[config.mk]
export PLATFORM = sky130hd
export DESIGN_NAME = dm_store_buffer
export DESIGN_NICKNAME = d
export VERILOG_FILES = /design/src/rtl/dm_store_buffer.sv
export SDC_FILE = /design/constraint.sdc
export NUM_CORES = 1
export LEC_CHECK = 0
export CORE_UTILIZATION = 55
export CTS_BUF_LIST = sky130_fd_sc_hd__clkbuf_4
export DETAILED_ROUTE_END_ITERATION = 7
export PLACE_DENSITY = 0.79
export SETUP_SLACK_MARGIN = 0.3
export SKIP_LAST_GASP = 1
export SYNTH_ARGS = -nofsm -noshare
export SYNTH_HDL_FRONTEND = slang
export SYNTH_SLANG_ARGS = --single-unit
[constraint.sdc]
create_clock -name clk -period 7.4 [get_ports clk]
set_input_delay 1.48 -clock clk [delete_from_list [all_inputs] [get_ports clk]]
set_output_delay 1.48 -clock clk [all_outputs]
set_load 0.01 [all_outputs]
[src/rtl/dm_store_buffer.sv]
// Store buffer: aligns SB/SH/SW stores into word writes with byte enables and drains them to data memory.
// Latency: a store accepted into an empty buffer is presented on mem_req the following cycle.
// Backpressure: st_ready drops when all entries are occupied (registered, independent of mem_ack); the head is held until mem_ack.
module dm_store_buffer #(
   parameter int DEPTH = 4,
   parameter int PTR_W = 2
) (
   input  logic             clk,
   input  logic             reset_n,
   input  logic             st_valid,
   input  logic [3:0]       st_ctrl,
   input  logic [31:0]      st_addr,
   input  logic [31:0]      st_data,
   output logic             st_ready,
   output logic             st_err,
   output logic [31:0]      st_err_addr,
   output logic             mem_req,
   output logic [31:0]      mem_addr,
   output logic [3:0]       mem_be,
   output logic [31:0]      mem_wdata,
   input  logic             mem_ack,
   output logic [PTR_W:0]   count,
   output logic             empty
);

   // Store control codes shared with the MEM-stage decoder.
   localparam logic [3:0] DM_SB = 4'd5;
   localparam logic [3:0] DM_SH = 4'd6;
   localparam logic [3:0] DM_SW = 4'd7;

   localparam logic [PTR_W-1:0] PTR_ONE  = PTR_W'(1);
   localparam logic [PTR_W:0]   CNT_ONE  = (PTR_W+1)'(1);
   localparam logic [PTR_W:0]   CNT_TWO  = (PTR_W+1)'(2);
   localparam logic [PTR_W:0]   CNT_FULL = (PTR_W+1)'(DEPTH);

   typedef struct packed {
      logic [29:0] waddr;
      logic [3:0]  be;
      logic [31:0] wdata;
   } entry_t;

   entry_t            ent [DEPTH];
   entry_t            new_ent;
   logic [PTR_W-1:0]  rd_ptr;
   logic [PTR_W-1:0]  wr_ptr;
   logic [PTR_W-1:0]  tail_ptr;
   logic [PTR_W:0]    cnt;
   logic              is_store;
   logic              misalign;
   logic              accept;
   logic              do_pop;
   logic              do_push;
   logic              do_merge;

   assign count    = cnt;
   assign empty    = (cnt == '0);
   assign st_ready = (cnt != CNT_FULL);
   assign mem_req  = !empty;
   assign mem_addr = {ent[rd_ptr].waddr, 2'b00};
   assign mem_be   = ent[rd_ptr].be;
   assign mem_wdata = ent[rd_ptr].wdata;

   assign tail_ptr = wr_ptr - PTR_ONE;
   assign accept   = st_valid && st_ready;
   assign do_pop   = mem_req && mem_ack;
   // With two or more entries the tail is never the head, so a pop cannot
   // retire the tail in the same cycle; the head in flight is never merged.
   assign do_merge = accept && is_store && !misalign && (cnt >= CNT_TWO) &&
                     (ent[tail_ptr].waddr == st_addr[31:2]);
   assign do_push  = accept && is_store && !misalign && !do_merge;

   // Decode the store size into byte lanes and check natural alignment.
   always_comb begin
      is_store      = 1'b1;
      misalign      = 1'b0;
      new_ent.waddr = st_addr[31:2];
      new_ent.be    = 4'b0000;
      new_ent.wdata = 32'h0;
      case (st_ctrl)
         DM_SB: begin
            new_ent.be    = 4'b0001 << st_addr[1:0];
            new_ent.wdata = {4{st_data[7:0]}};
         end
         DM_SH: begin
            misalign      = st_addr[0];
            new_ent.be    = st_addr[1] ? 4'b1100 : 4'b0011;
            new_ent.wdata = {2{st_data[15:0]}};
         end
         DM_SW: begin
            misalign      = |st_addr[1:0];
            new_ent.be    = 4'b1111;
            new_ent.wdata = st_data;
         end
         default: is_store = 1'b0;
      endcase
   end

   // Buffer storage, pointers and occupancy; merges update the tail in place.
   always_ff @(posedge clk or negedge reset_n) begin
      if (!reset_n) begin
         rd_ptr <= '0;
         wr_ptr <= '0;
         cnt    <= '0;
         for (int i = 0; i < DEPTH; i++) ent[i] <= '0;
      end else begin
         if (do_pop) rd_ptr <= rd_ptr + PTR_ONE;
         if (do_push) begin
            ent[wr_ptr] <= new_ent;
            wr_ptr      <= wr_ptr + PTR_ONE;
         end else if (do_merge) begin
            ent[tail_ptr].be <= ent[tail_ptr].be | new_ent.be;
            for (int b = 0; b < 4; b++) begin
               if (new_ent.be[b]) ent[tail_ptr].wdata[8*b +: 8] <= new_ent.wdata[8*b +: 8];
            end
         end
         case ({do_push, do_pop})
            2'b10:   cnt <= cnt + CNT_ONE;
            2'b01:   cnt <= cnt - CNT_ONE;
            default: ;
         endcase
      end
   end

   // One-cycle error pulse and sticky address for dropped misaligned stores.
   always_ff @(posedge clk or negedge reset_n) begin
      if (!reset_n) begin
         st_err      <= 1'b0;
         st_err_addr <= 32'h0;
      end else begin
         st_err <= accept && is_store && misalign;
         if (accept && is_store && misalign) st_err_addr <= st_addr;
      end
   end

endmodule

Yosys cells after proc, flatten, opt, wreduce, memory -nomap -nowiden
Cells that the tools add are included.
{ "totals": {"reg_bits": 304, "latchBits": 0, "ramBits": 0, "rom_bits": 0, "input_bits": 72, "output_inout_bits": 107, "wordCells": 99, "n_memories": 0} }
{ "op_classes": {"addsub": 5, "mul": 0, "div_mod_pow": 0, "order_cmp": 6, "n_eq_ne": 7, "shifts": 1, "n_mux": 41, "bitwise": 4, "reduce_logical": 18} }
{ "op_table": {"columns": ["op", "count"], "rows": [
  ["two-way mux 264 bit", 12],
  ["bitwise mux 264 bit", 6],
  ["demux 66 bit (select 2 bit)", 6],
  ["two-way mux 66 bit", 5],
  ["binary-select mux 66 bit (select 2 bit)", 2],
  ["case mux 36 bit (3 select lines)", 1],
  ["two-way mux 36 bit", 1],
  ["two-way mux 32 bit", 1],
  ["equality test 30 bit", 1],
  ["two-way mux 24 bit", 1],
  ["two-way mux 16 bit", 1],
  ["equality test 4 x 3 -> 1 bit, second input constant", 3],
  ["logical AND 1 bit", 10],
  [">= comparator 3 bit, second input constant", 3],
  ["inverter 2 -> 3 bit", 3],
  ["two-way mux 8 bit", 1],
  ["< comparator 3 x 1 -> 1 bit, second input constant", 2],
  ["case mux 3 bit (2 select lines)", 1],
  ["adder 2 x 1 -> 2 bit, second input constant", 2],
  ["two-way mux 4 bit", 1],
  ["bitwise OR 4 bit", 1],
  ["nonzero test 2 bit", 2],
  ["left shift 1 x 2 -> 4 bit, first input constant", 1],
  ["adder 3 x 1 -> 3 bit, second input constant", 1],
  ["other kinds (12)", 14]
]} }

Depth between registers and ports, before layout
{ "logic_depth": {"word_depth": 23, "ltp_mapped": 21, "depth_no_buf": 15} }

Least setup slack after synthesis
OpenSTA, ideal clock, no wires.
{ "synth_path": {"path_type": "register -> register", "start": "reg wr_ptr[0]", "end": "reg cnt[2] (netlist: count[2])", "setup_time_ps": 79, "arrival_time_ps": 5041, "t_required_ps": 7321, "slack_ps": 2280, "path_stages_with_launch": 22, "path_buffers": 6, "synth_period_minus_slack_ps": 5120, "path_cell_list": "dfrtp_1 -> buf_4 -> buf_4 -> buf_4 -> inv_1 -> ha_1 -> clkbuf_1 -> clkbuf_1 -> mux4_2 -> xnor2_1 -> nand4_1 -> or4_1 -> nor4_4 -> buf_6 -> nor3_1 -> inv_1 -> ha_1 -> inv_1 -> fa_1 -> xor2_1 -> nor2_1 -> xor2_1"} }
{ "synth_between": {"elab_chain_cells": 11, "elab_cells_between_ends": 13, "cone_classes": "1 x add/sub; 3 x eq/ne; 4 x mux; 1 x bitwise; 4 x reduce/logical"} }
{ "synth_rtl": {"columns": ["item", "line_no", "rtl"], "rows": [
  ["from (decl)", "45", "logic [PTR_W-1:0] wr_ptr;"],
  ["from (signal assigned)", "109", "wr_ptr <= wr_ptr + PTR_ONE;"],
  ["subtractor 2 x 1 -> 2 bit (*)", "63", "assign tail_ptr = wr_ptr - PTR_ONE;"],
  ["net tail_ptr[0]", "46", "logic [PTR_W-1:0] tail_ptr;"],
  ["inverter 2 -> 3 bit (not written as such) (*)", "69", "(ent[tail_ptr].waddr == st_addr[31:2]);"],
  ["binary-select mux 66 bit (select 2 bit) (*)", "69", null],
  ["two-way mux 66 bit (*) (2 in series)", null, null],
  ["equality test 30 bit (*)", "69", null],
  ["logical AND 1 bit (*)", "68", "assign do_merge = accept && is_store && !misalign && (cnt >= CNT_TWO) &&"],
  ["zero test 1 bit (*)", "70", "assign do_push = accept && is_store && !misalign && !do_merge;"],
  ["logical AND 1 bit (*)", "70", null],
  ["equality test 2 x 1 -> 1 bit or equality test 2 bit (tied branches)", "116", "case ({do_push, do_pop})"],
  ["case mux 3 bit (2 select lines) or nonzero test 2 bit (tied branches)", null, null],
  ["to (signal assigned)", "117", "2'b10: cnt <= cnt + CNT_ONE;"],
  ["to (signal assigned)", "118", "2'b01: cnt <= cnt - CNT_ONE;"],
  ["to (decl)", "47", "logic [PTR_W:0] cnt;"]
]} }
Mark *: on every way through the listed nets, which the timed path passes. The rest lies on a longest branch. The select of a mux whose other input is x is not followed.
A chain may end at the register's enable or synchronous reset.

Final worst setup path
{ "layout_path": {"start": "reg wr_ptr[1]", "end": "reg ent[94] in the netlist's numbering"} }
{ "layout_between": {"elab_chain_cells": 20, "elab_cells_between_ends": 43, "cone_classes": "1 x add/sub; 4 x order compare; 1 x eq/ne; 29 x mux; 2 x bitwise; 6 x reduce/logical"} }
{ "layout_rtl": {"columns": ["item", "line_no", "rtl"], "rows": [
  ["subtractor 2 x 1 -> 2 bit", "63", null],
  ["inverter 2 -> 3 bit (not written as such)", "69, 111, 113", null],
  ["demux 66 bit (select 2 bit)", "111", "ent[tail_ptr].be <= ent[tail_ptr].be | new_ent.be;"],
  ["bitwise mux 264 bit", "111", null],
  ["bitwise mux 264 bit", "113", "if (new_ent.be[b]) ent[tail_ptr].wdata[8*b +: 8] <= new_ent.wdata[8*b +: 8];"],
  ["two-way mux 264 bit", "113", null],
  ["two-way mux 264 bit", "110", "end else if (do_merge) begin"],
  ["two-way mux 264 bit", "107", "if (do_push) begin"],
  ["[... 4 more ...]", null, null],
  ["bitwise mux 264 bit", "113", null],
  ["two-way mux 264 bit", "113", null],
  ["two-way mux 264 bit", "110", null],
  ["two-way mux 264 bit", "107", null],
  ["bitwise mux 264 bit", "113", null],
  ["two-way mux 264 bit", "113", null],
  ["two-way mux 264 bit", "110", null],
  ["two-way mux 264 bit", "107", null],
  ["to (signal, indexed assignment)", "108", "ent[wr_ptr] <= new_ent;"],
  ["to (decl)", "42", "entry_t ent [DEPTH];"]
]} }
Several ways; a longest one is shown, not always the timed one. The select of a mux whose other input is x is not followed.

==> impl_results.md <==
- Status: finished clean
- Setup crit end kind: flip-flop
- Average cell area after synthesis: 14.4 sq um
- CTS tree: done
- First-pass GRT wire length: 59.4 mm
- Setup WS pre-CTS: 1.77 ns
- VDD IR-drop max: 0.000231 V
- Post-synth top area share: 49.5%
- Hold Crit Class: reg2reg
- Worst slew pin tran: 0.972 ns
- Period Utilization, post-route: 73.0%
- Die width: 169 um
- Post-synth EDFFs: 0
- Setup TNS Final: 0 ns
- Storage cell area: 7620 sq um
- Min Clock Period, post-route: 5.40 ns
- Slew HR: 33.4%
- Initial DRT Pass Iterations: 5
- Tot Pwr: 7.07 mW
- Post-cts resize count: 0
- Fin. max-slew vios: 0
- Routed len/inst: 21.7 um
- Fmax: 0.185 GHz
- Overall routing resource usage: 27.0%
- Area delta synth->final: 20.3%
- Cts bufs inserted: 79
- I/O pin total: 179
- Post-Synthesis Cell Area: 15,400 sq um
- Layout cells sized above 1: 40.3%
- Layout Utilization: 68.1%
- Synth Flop Type: dfrtp_1
- Clock Pin Slew Worst Setup and Hold Paths: 0.06 ns
- Cell count after synthesis: 1,065
- Most common cell in the netlist: dfrtp_1
- Power per Cell Area: 382 nW/um^2
- Filler instances: 1,964
- Vias in the first global route: 10,829
- Drt via density: 6.08
- DIE AREA: 28,600 sq um
- Worst-path fanout max: 19
- Pin count of the biggest net entering global routing: 170
- Largest cells by area after synthesis: dfrtp_1 (49%), mux2_2 (20%), mux4_2 (15%)
- Final Hold Vio Count: 0
- # clock sinks: 304
- Row count: 60
- Clock buffer depth: 3
- Detailed-route DRC error count: 0
- Final Wtd Congestion: 0.883
- Final setup fails: 0
- Top post-synthesis cells by count: dfrtp_1 (304), mux2_2 (273), mux4_2 (100)
- Synth Register Bits: 304
- Largest area contributor in the netlist: dfrtp_1
- Global route overflow: 0
- Core Box Area: 27,200 sq um
- Die Y: 169 um
- H-tree depth: 3
- Sequential-to-total area share from yosys stat: 49.5%
- Critical path arrival: 5.95 ns
- Final nets: 1,356
- DRT Wirelength: 37.1 mm
- Asr flop ratio synth: 100%
- Initial antenna violation count: 1
- Post-CTS setup buffer count: 0
- Final ANT Viol Nets: 0
- Post-detail-place hpwl: 24.3 mm
- Clk_lat worst skew: 0.72 ns
- Netlist cell types: 57
- CP Class: reg2reg
- PnR worst setup slack: 2.00 ns
- Initial Util: 56.6%
- Setup crit start kind: flip-flop
- Vias: 10,379
- Leakage: 8.20 nW
- RSZ-0062 raised after global routing: false
- Iter 0 DRT Violations: 834
- Post-CTS Hold Buffers: 0
- Root buffer cell: clkbuf_4
- Area of the multi-input gates: 7400 sq um
- Synth warnings: 0
- Port buffer count: 176
- Req. time, crit path: 7.95 ns
- Max Clock Skew: 0.0630 ns
- Max-cap viol count: 0
## metrics by stage
stage               cells  hold WS (ns)  instance area, sq um
global placement     1566         0.482                 17500
detailed placement   1566         0.491                 17500
CTS                  1707         0.505                 18500
global route         1708         0.512                 18500
floorplan            1066         0.474                 15400
finish               1708         0.501                 18500
## area by class of cell
cell class / count / share of cell area (%)
clock buffer: 112 / 4.54
sequential: 304 / 41.2
tap: 372 / 2.52
clock inverter: 29 / 1.00
timing repair buffer: 192 / 10.3
inverter: 22 / 0.446
antenna: 1 / 0.0135
multi-input combinational: 676 / 40.0
## registers in the layout, indices dropped and copies added, names as in the netlist
signal,count
st_err_addr,32
ent,264
st_err,1
rd_ptr,2
count,3
wr_ptr,2
## placed cells by master, fill, tap and decap left out, types with 3 or more instances in the layout
cell type	instances
a211oi_1	8
mux4_2	100
ha_1	8
clkinvlp_4	3
and2_1	8
or3_1	5
nor2_1	31
clkinv_2	6
xor2_1	3
clkdlybuf4s50_1	175
nand3_1	11
xnor2_1	29
dfrtp_1	301
inv_1	22
o211a_1	4
a221o_1	3
nand2b_1	3
o221a_2	5
nor2b_1	12
clkbuf_4	112
o21ai_0	34
nand2_1	30
mux2i_1	8
clkinv_1	16
a21o_1	8
buf_4	14
mux2_2	273
nand4_1	14
mux2_4	6
a21oi_1	22
a22oi_1	19
## kinds of logic (layout without fill, tap and decap cells)
group / count (synthesis) / in the layout / share of synthesized area [%]
multiplexers: 387 / 387 / 35.7
flip-flops: 304 / 304 / 49.5
AND/OR/NAND/NOR: 127 / 127 / 4.30
AO/OA/AOI/OAI: 119 / 119 / 5.34
buffers and inverters: 86 / 355 / 2.51
XOR/XNOR: 32 / 32 / 1.82
adder cells (fa/ha/maj): 9 / 9 / 0.781
other: 1 / 3 / 0.0244
## critical path, stage by stage (launching register included)
cell and delay [ns]:
dfrtp_1 0.46, inv_1 0.12, ha_1 0.90, buf_4 0.45, mux4_2 0.37, xnor2_1 0.27, nand4_1 0.29, nor4_2 0.54
and3_1 0.67, mux2i_1 0.80, mux2_2 0.42
## layer usage
metal	share of wire (%)	up-vias	GRT usage, %
met2	49	389	41.9
li1	-	4511	-
met1	43	5405	37.7
met4	2.4	0	10.7
met3	6.3	74	5.22
met5	0	-	0
## power breakdown
group	total (mW)	internal (mW)	switching, mW
registers	2.60	2.19	0.419
logic	2.99	1.73	1.26
clock network	1.47	0.774	0.698
total	7.07	4.69	2.38
## final timing paths
path / from / end / slack (ns) / cells after the start
min: ent[1] / ent[1] / 0.50 / 1
min reg2reg: ent[1] / ent[1] / 0.50 / 1
max in group asynchronous: reset_n / ent[226] / 5.31 / 2
max: wr_ptr[1] / ent[94] / 2.00 / 10
min in group asynchronous: reset_n / ent[105] / 0.77 / 1
max reg2reg: wr_ptr[1] / ent[94] / 2.00 / 10
No activity file was read; power rests on OpenSTA's default activity.
==> variant 1, RTL diff (same settings) <==
Change the parameter `PTR_W` from 2 to 1.
--- a/src/rtl/dm_store_buffer.sv
+++ b/src/rtl/dm_store_buffer.sv
@@ -3,7 +3,7 @@
 // Backpressure: st_ready drops when all entries are occupied (registered, independent of mem_ack); the head is held until mem_ack.
 module dm_store_buffer #(
    parameter int DEPTH = 4,
-   parameter int PTR_W = 2
+   parameter int PTR_W = 1
 ) (
    input  logic             clk,
    input  logic             reset_n,
Interface: changed (resized count); port bits go from 179 to 178. The function was not compared with the original's and may differ.
==> variant 1 against the unedited design <==
Synthesized area fell by 45%; global-route usage increased by 3.4 points; total power shrank 62%; critical path depth grew 3; sequential cell count decreased by 135; die area is 44% lower; cell count shrank 34%; routed wire length decreased by 37%; core utilization is 2.1 points higher; final area is 43% lower; sequential power shrank 53%; setup slack worse by 0.58 ns; first-iteration DRC count shrank 38%; highest routed layer unchanged.
==> variant 1: results (changes against the unedited design) <==
outcome:
  outcome: "finished clean"  # unchanged
detailed_routing:
  first_iter_violations: 513  # was 834
  wl_per_cell_um: 20.4  # was 21.7 um
  first_pass_iters: 7  # was 5
  vias_per_cell: 6.06  # was 6.08
worst_setup_path:
  arrival_ns: 6.41  # was 5.95 ns
  slowest_stage: "clkdlybuf4s50_1"  # was ha_1
  max_stage_delay_ns: 1.00  # was 0.90 ns
  rrSetupSlack_ns: 1.98  # was 2.00 ns
  worstPathMaxFanout: 23  # was 19
  worstReg2RegEnd: "ent[203]"  # was ent[94]
  crit_family: "simple AND/OR/NAND/NOR gates"  # was multiplexers
  r2r_start: "wr_ptr"  # was wr_ptr[1]
  reg2regPathDepth: 12  # was 10
synthesis:
  synth_area_leaders: "dfrtp_1 50%, a22o_1 9.3%, mux2_2 8.8%, nand2_1 5.7%, o2bb2ai_1 4.1%"  # was dfrtp_1 49%, mux2_2 20%, mux4_2 15%, xnor2_1 1.7%, o21ai_0 1.1%
  synth.distinct_cells: 49  # was 57
  avgSynthCellArea_sq_um: 10.9  # was 14.4 sq um
  seq_area_frac_synth: 0.498  # was 0.495
global_route:
  first_global_vias: 7066  # was 10829
  grtUsageTotal: 0.304  # was 0.270
  grt_max_degree: 87  # was 170
  grt_pass1_wl_um: 37400  # was 59400 um
layout:
  regArea_sq_um: 4230  # was 7620 sq um
  largest_register_ff_count: 132  # was 264
  drive_gt1_frac: 0.134  # was 0.403
  fill_cells: 1133  # was 1964
  stdcell_count: 1135  # was 1708
  nNetsFinal: 1008  # was 1356
clock_network:
  clock_latency_ns: 0.58  # was 0.72 ns
  clockBufferDepth: 2  # was 3
  clk_pin_slew_ns: 0.13  # was 0.06 ns
  cts_inserted_buffers: 17  # was 79
worst_hold_path:
  min_to: "st_err_addr[4]"  # was ent[1]
  hold_start: "st_err_addr[4]"  # was ent[1]
  holdPathStages: 2  # was 1
placement:
  dp_cells: 1102  # was 1566
  dp_hpwl_um: 16100  # was 24300 um
  placed_area_sq_um: 10300  # was 17500 sq um
sta:
  hold_slack_ns: 0.490  # was 0.501 ns
  clock_skew_ns: 0.0249  # was 0.0630 ns
  relSlewSlack: 0.293  # was 0.334
power:
  switchingPower_w: 0.000880  # was 0.00238 W
  pwr-share-seq: 0.463  # was 0.368
  power.leakage_nw: 4.80  # was 8.20 nW
-- variant 1: cell types whose count changed after synthesis, sizes merged, moves of 10 or more --
| cell | unedited run | this run |
|---|---|---|
| mux2 | 279 | 67 |
| dfrtp | 304 | 169 |
| mux4 | 100 | 0 |
| nand2 | 30 | 130 |
| a22o | 0 | 90 |
| o2bb2ai | 0 | 40 |
| mux2i | 8 | 34 |
| a22oi | 19 | 0 |
| a21oi | 22 | 37 |
| nor2 | 32 | 18 |
| o21ai | 34 | 21 |
| buf | 27 | 17 |
| inv | 22 | 12 |
| nand3 | 11 | 1 |
-- variant 1: logic make-up after synthesis --
family                     after synthesis  share of synthesized area
buffers and inverters                   62                     0.0318
AOI/OAI and AO/OA                      212                      0.197
DFF                                    169                      0.498
other                                    1                   0.000442
and+or+nand+nor                        194                      0.103
xor gates and xnor gates                35                     0.0361
adders and majority gates                3                    0.00442
muxes                                  101                      0.129
-- variant 1: routing by layer --
metal	global-route usage	part of all wire	vias up
met2	0.515	0.50	244
met3	0.0531	0.049	47
met5	0	0	-
met4	0.135	0.029	0
li1	-	-	3145
met1	0.382	0.42	3447
-- variant 1: final cells by class --
type,instances,share of cell area
sequential,169,0.398
clock buffer,18,0.0127
multi-input combinational,547,0.377
timing repair buffer,185,0.172
clock inverter,14,0.0138
inverter,13,0.00459
tap,188,0.0221
antenna,1,0.000235
-- variant 1: how the worst max path moves through the flow --
stage	start	endpoint	slack [ns]	depth (start not counted)
final	st_ctrl[0]	ent[203]	1.41	13
after global routing	st_ctrl[0]	ent[203]	1.07	13
after CTS	st_ctrl[0]	ent[203]	1.49	13
after detailed placement	st_ctrl[0]	ent[200]	0.88	13
after global placement	st_ctrl[0]	ent[199]	1.15	13
after floorplan	st_addr[1]	ent[140]	2.43	16
==> variant 2, RTL diff (same settings) <==
Made on the original files. Make the reset (`reset_n`) synchronous in 2 clocked blocks.
--- a/src/rtl/dm_store_buffer.sv
+++ b/src/rtl/dm_store_buffer.sv
@@ -96,7 +96,7 @@
    end
 
    // Buffer storage, pointers and occupancy; merges update the tail in place.
-   always_ff @(posedge clk or negedge reset_n) begin
+   always_ff @(posedge clk) begin
       if (!reset_n) begin
          rd_ptr <= '0;
          wr_ptr <= '0;
@@ -122,7 +122,7 @@
    end
 
    // One-cycle error pulse and sticky address for dropped misaligned stores.
-   always_ff @(posedge clk or negedge reset_n) begin
+   always_ff @(posedge clk) begin
       if (!reset_n) begin
          st_err      <= 1'b0;
          st_err_addr <= 32'h0;
Check against the original RTL: not settled (the Yosys comparison gave no result); the edit may change what the design does.
==> variant 2 against the unedited design <==
Setup slack got worse by 0.20 ns; synthesized area decreased by 2.7%; routed wire length increased by 5.2%; final area decreased by 2.4%; sequential cell count increased by 2; largest cell class unchanged; die area decreased by 2.7%.
Power is not compared: it rests on default switching activity, and its combinational part moved more than twofold at a synthesized area within 25%.
==> variant 2: results (changes against the unedited design) <==
outcome:
  outcome: "finished clean"  # unchanged
global_route:
  gr-usage-met3: 0.0637  # was 0.0522
  grt_pass1_wl_um: 60000  # was 59400 um
  grt_max_degree: 52  # was 170
  grt_use_met1: 0.370  # was 0.377
layout:
  nNetsFinal: 1458  # was 1356
  multi_input_area_sq_um: 5670  # was 7400 sq um
  drive_gt1_frac: 0.193  # was 0.403
synthesis:
  synth_edf_count: 264  # was 0
  synth_compound_area_frac: 0.0497  # was 0.0534
  synth.distinct_cells: 64  # was 57
  netlist_top_cells_count: "264 x edfxtp_1, 147 x nand2_1, 136 x nor2_1"  # was 304 x dfrtp_1, 273 x mux2_2, 100 x mux4_2
  synthMuxAreaShare: 0.163  # was 0.357
  seq_area_frac_synth: 0.586  # was 0.495
placement:
  dp_cells: 1643  # was 1566
  gp_congestion: 0.906  # was 0.883
  pre_cts_ws_ns: 1.16  # was 1.77 ns
detailed_routing:
  wl_met1_um: 15200  # was 15800 um
  wirelength_um: 39000  # was 37100 um
  wl_met3_um: 3600  # was 2340 um
  vias_per_cell: 5.90  # was 6.08
  first_iter_violations: 1140  # was 834
  route.vias.total: 10529  # was 10379
  route.met2.wl_um: 19400  # was 18100 um
worst_setup_path:
  crit_type: "input pin to flop"  # was flop to flop
  max_stage_delay_ns: 0.60  # was 0.90 ns
  crit_family: "simple AND/OR/NAND/NOR gates"  # was multiplexers
  startpoint: "st_ctrl[0]"  # was wr_ptr[1]
  slowest_stage: "nor2b_1"  # was ha_1
  reg2regPathDepth: 14  # was 10
  worstPathMaxFanout: 21  # was 19
  rrSetupSlack_ns: 2.48  # was 2.00 ns
sta:
  clock_skew_ns: 0.0498  # was 0.0630 ns
  setup_ws_ns: 1.80  # was 2.00 ns
worst_hold_path:
  min_to: "st_err_addr[31]"  # was ent[1]
  hold_start: "st_err_addr[31]"  # was ent[1]
## variant 2: cell count changes after synthesis, moves of 10 or more
cell	unedited run	this run
dfrtp_1	304	0
edfxtp_1	0	264
mux2_2	273	17
nand2_1	30	147
nor2_1	31	136
and2_1	8	87
dfxtp_1	0	42
a21oi_1	22	60
inv_1	22	57
mux2i_1	8	38
o21ai_0	34	11
mux4_2	100	83
a22oi_1	19	8
nand2b_1	3	13
## variant 2: power groups by stage
stage          clock [W]  combinational (W)  sequential (W)
6_report         0.00152           0.000389         0.00196
5_1_grt          0.00162           0.000411         0.00197
4_1_cts          0.00153           0.000389         0.00196
3_5_place_dp           0           0.000386         0.00200
3_3_place_gp           0           0.000382         0.00199
2_1_floorplan          0           0.000209         0.00198
## variant 2: layout make-up
type,instances,area share
Sequential cell,306,0.486
Tap cell,341,0.0236
Clock inverter,26,0.0106
Antenna cell,1,0.000139
Clock buffer,114,0.0474
Timing Repair Buffer,198,0.107
Inverter,57,0.0118
Multi-Input combinational cell,741,0.314
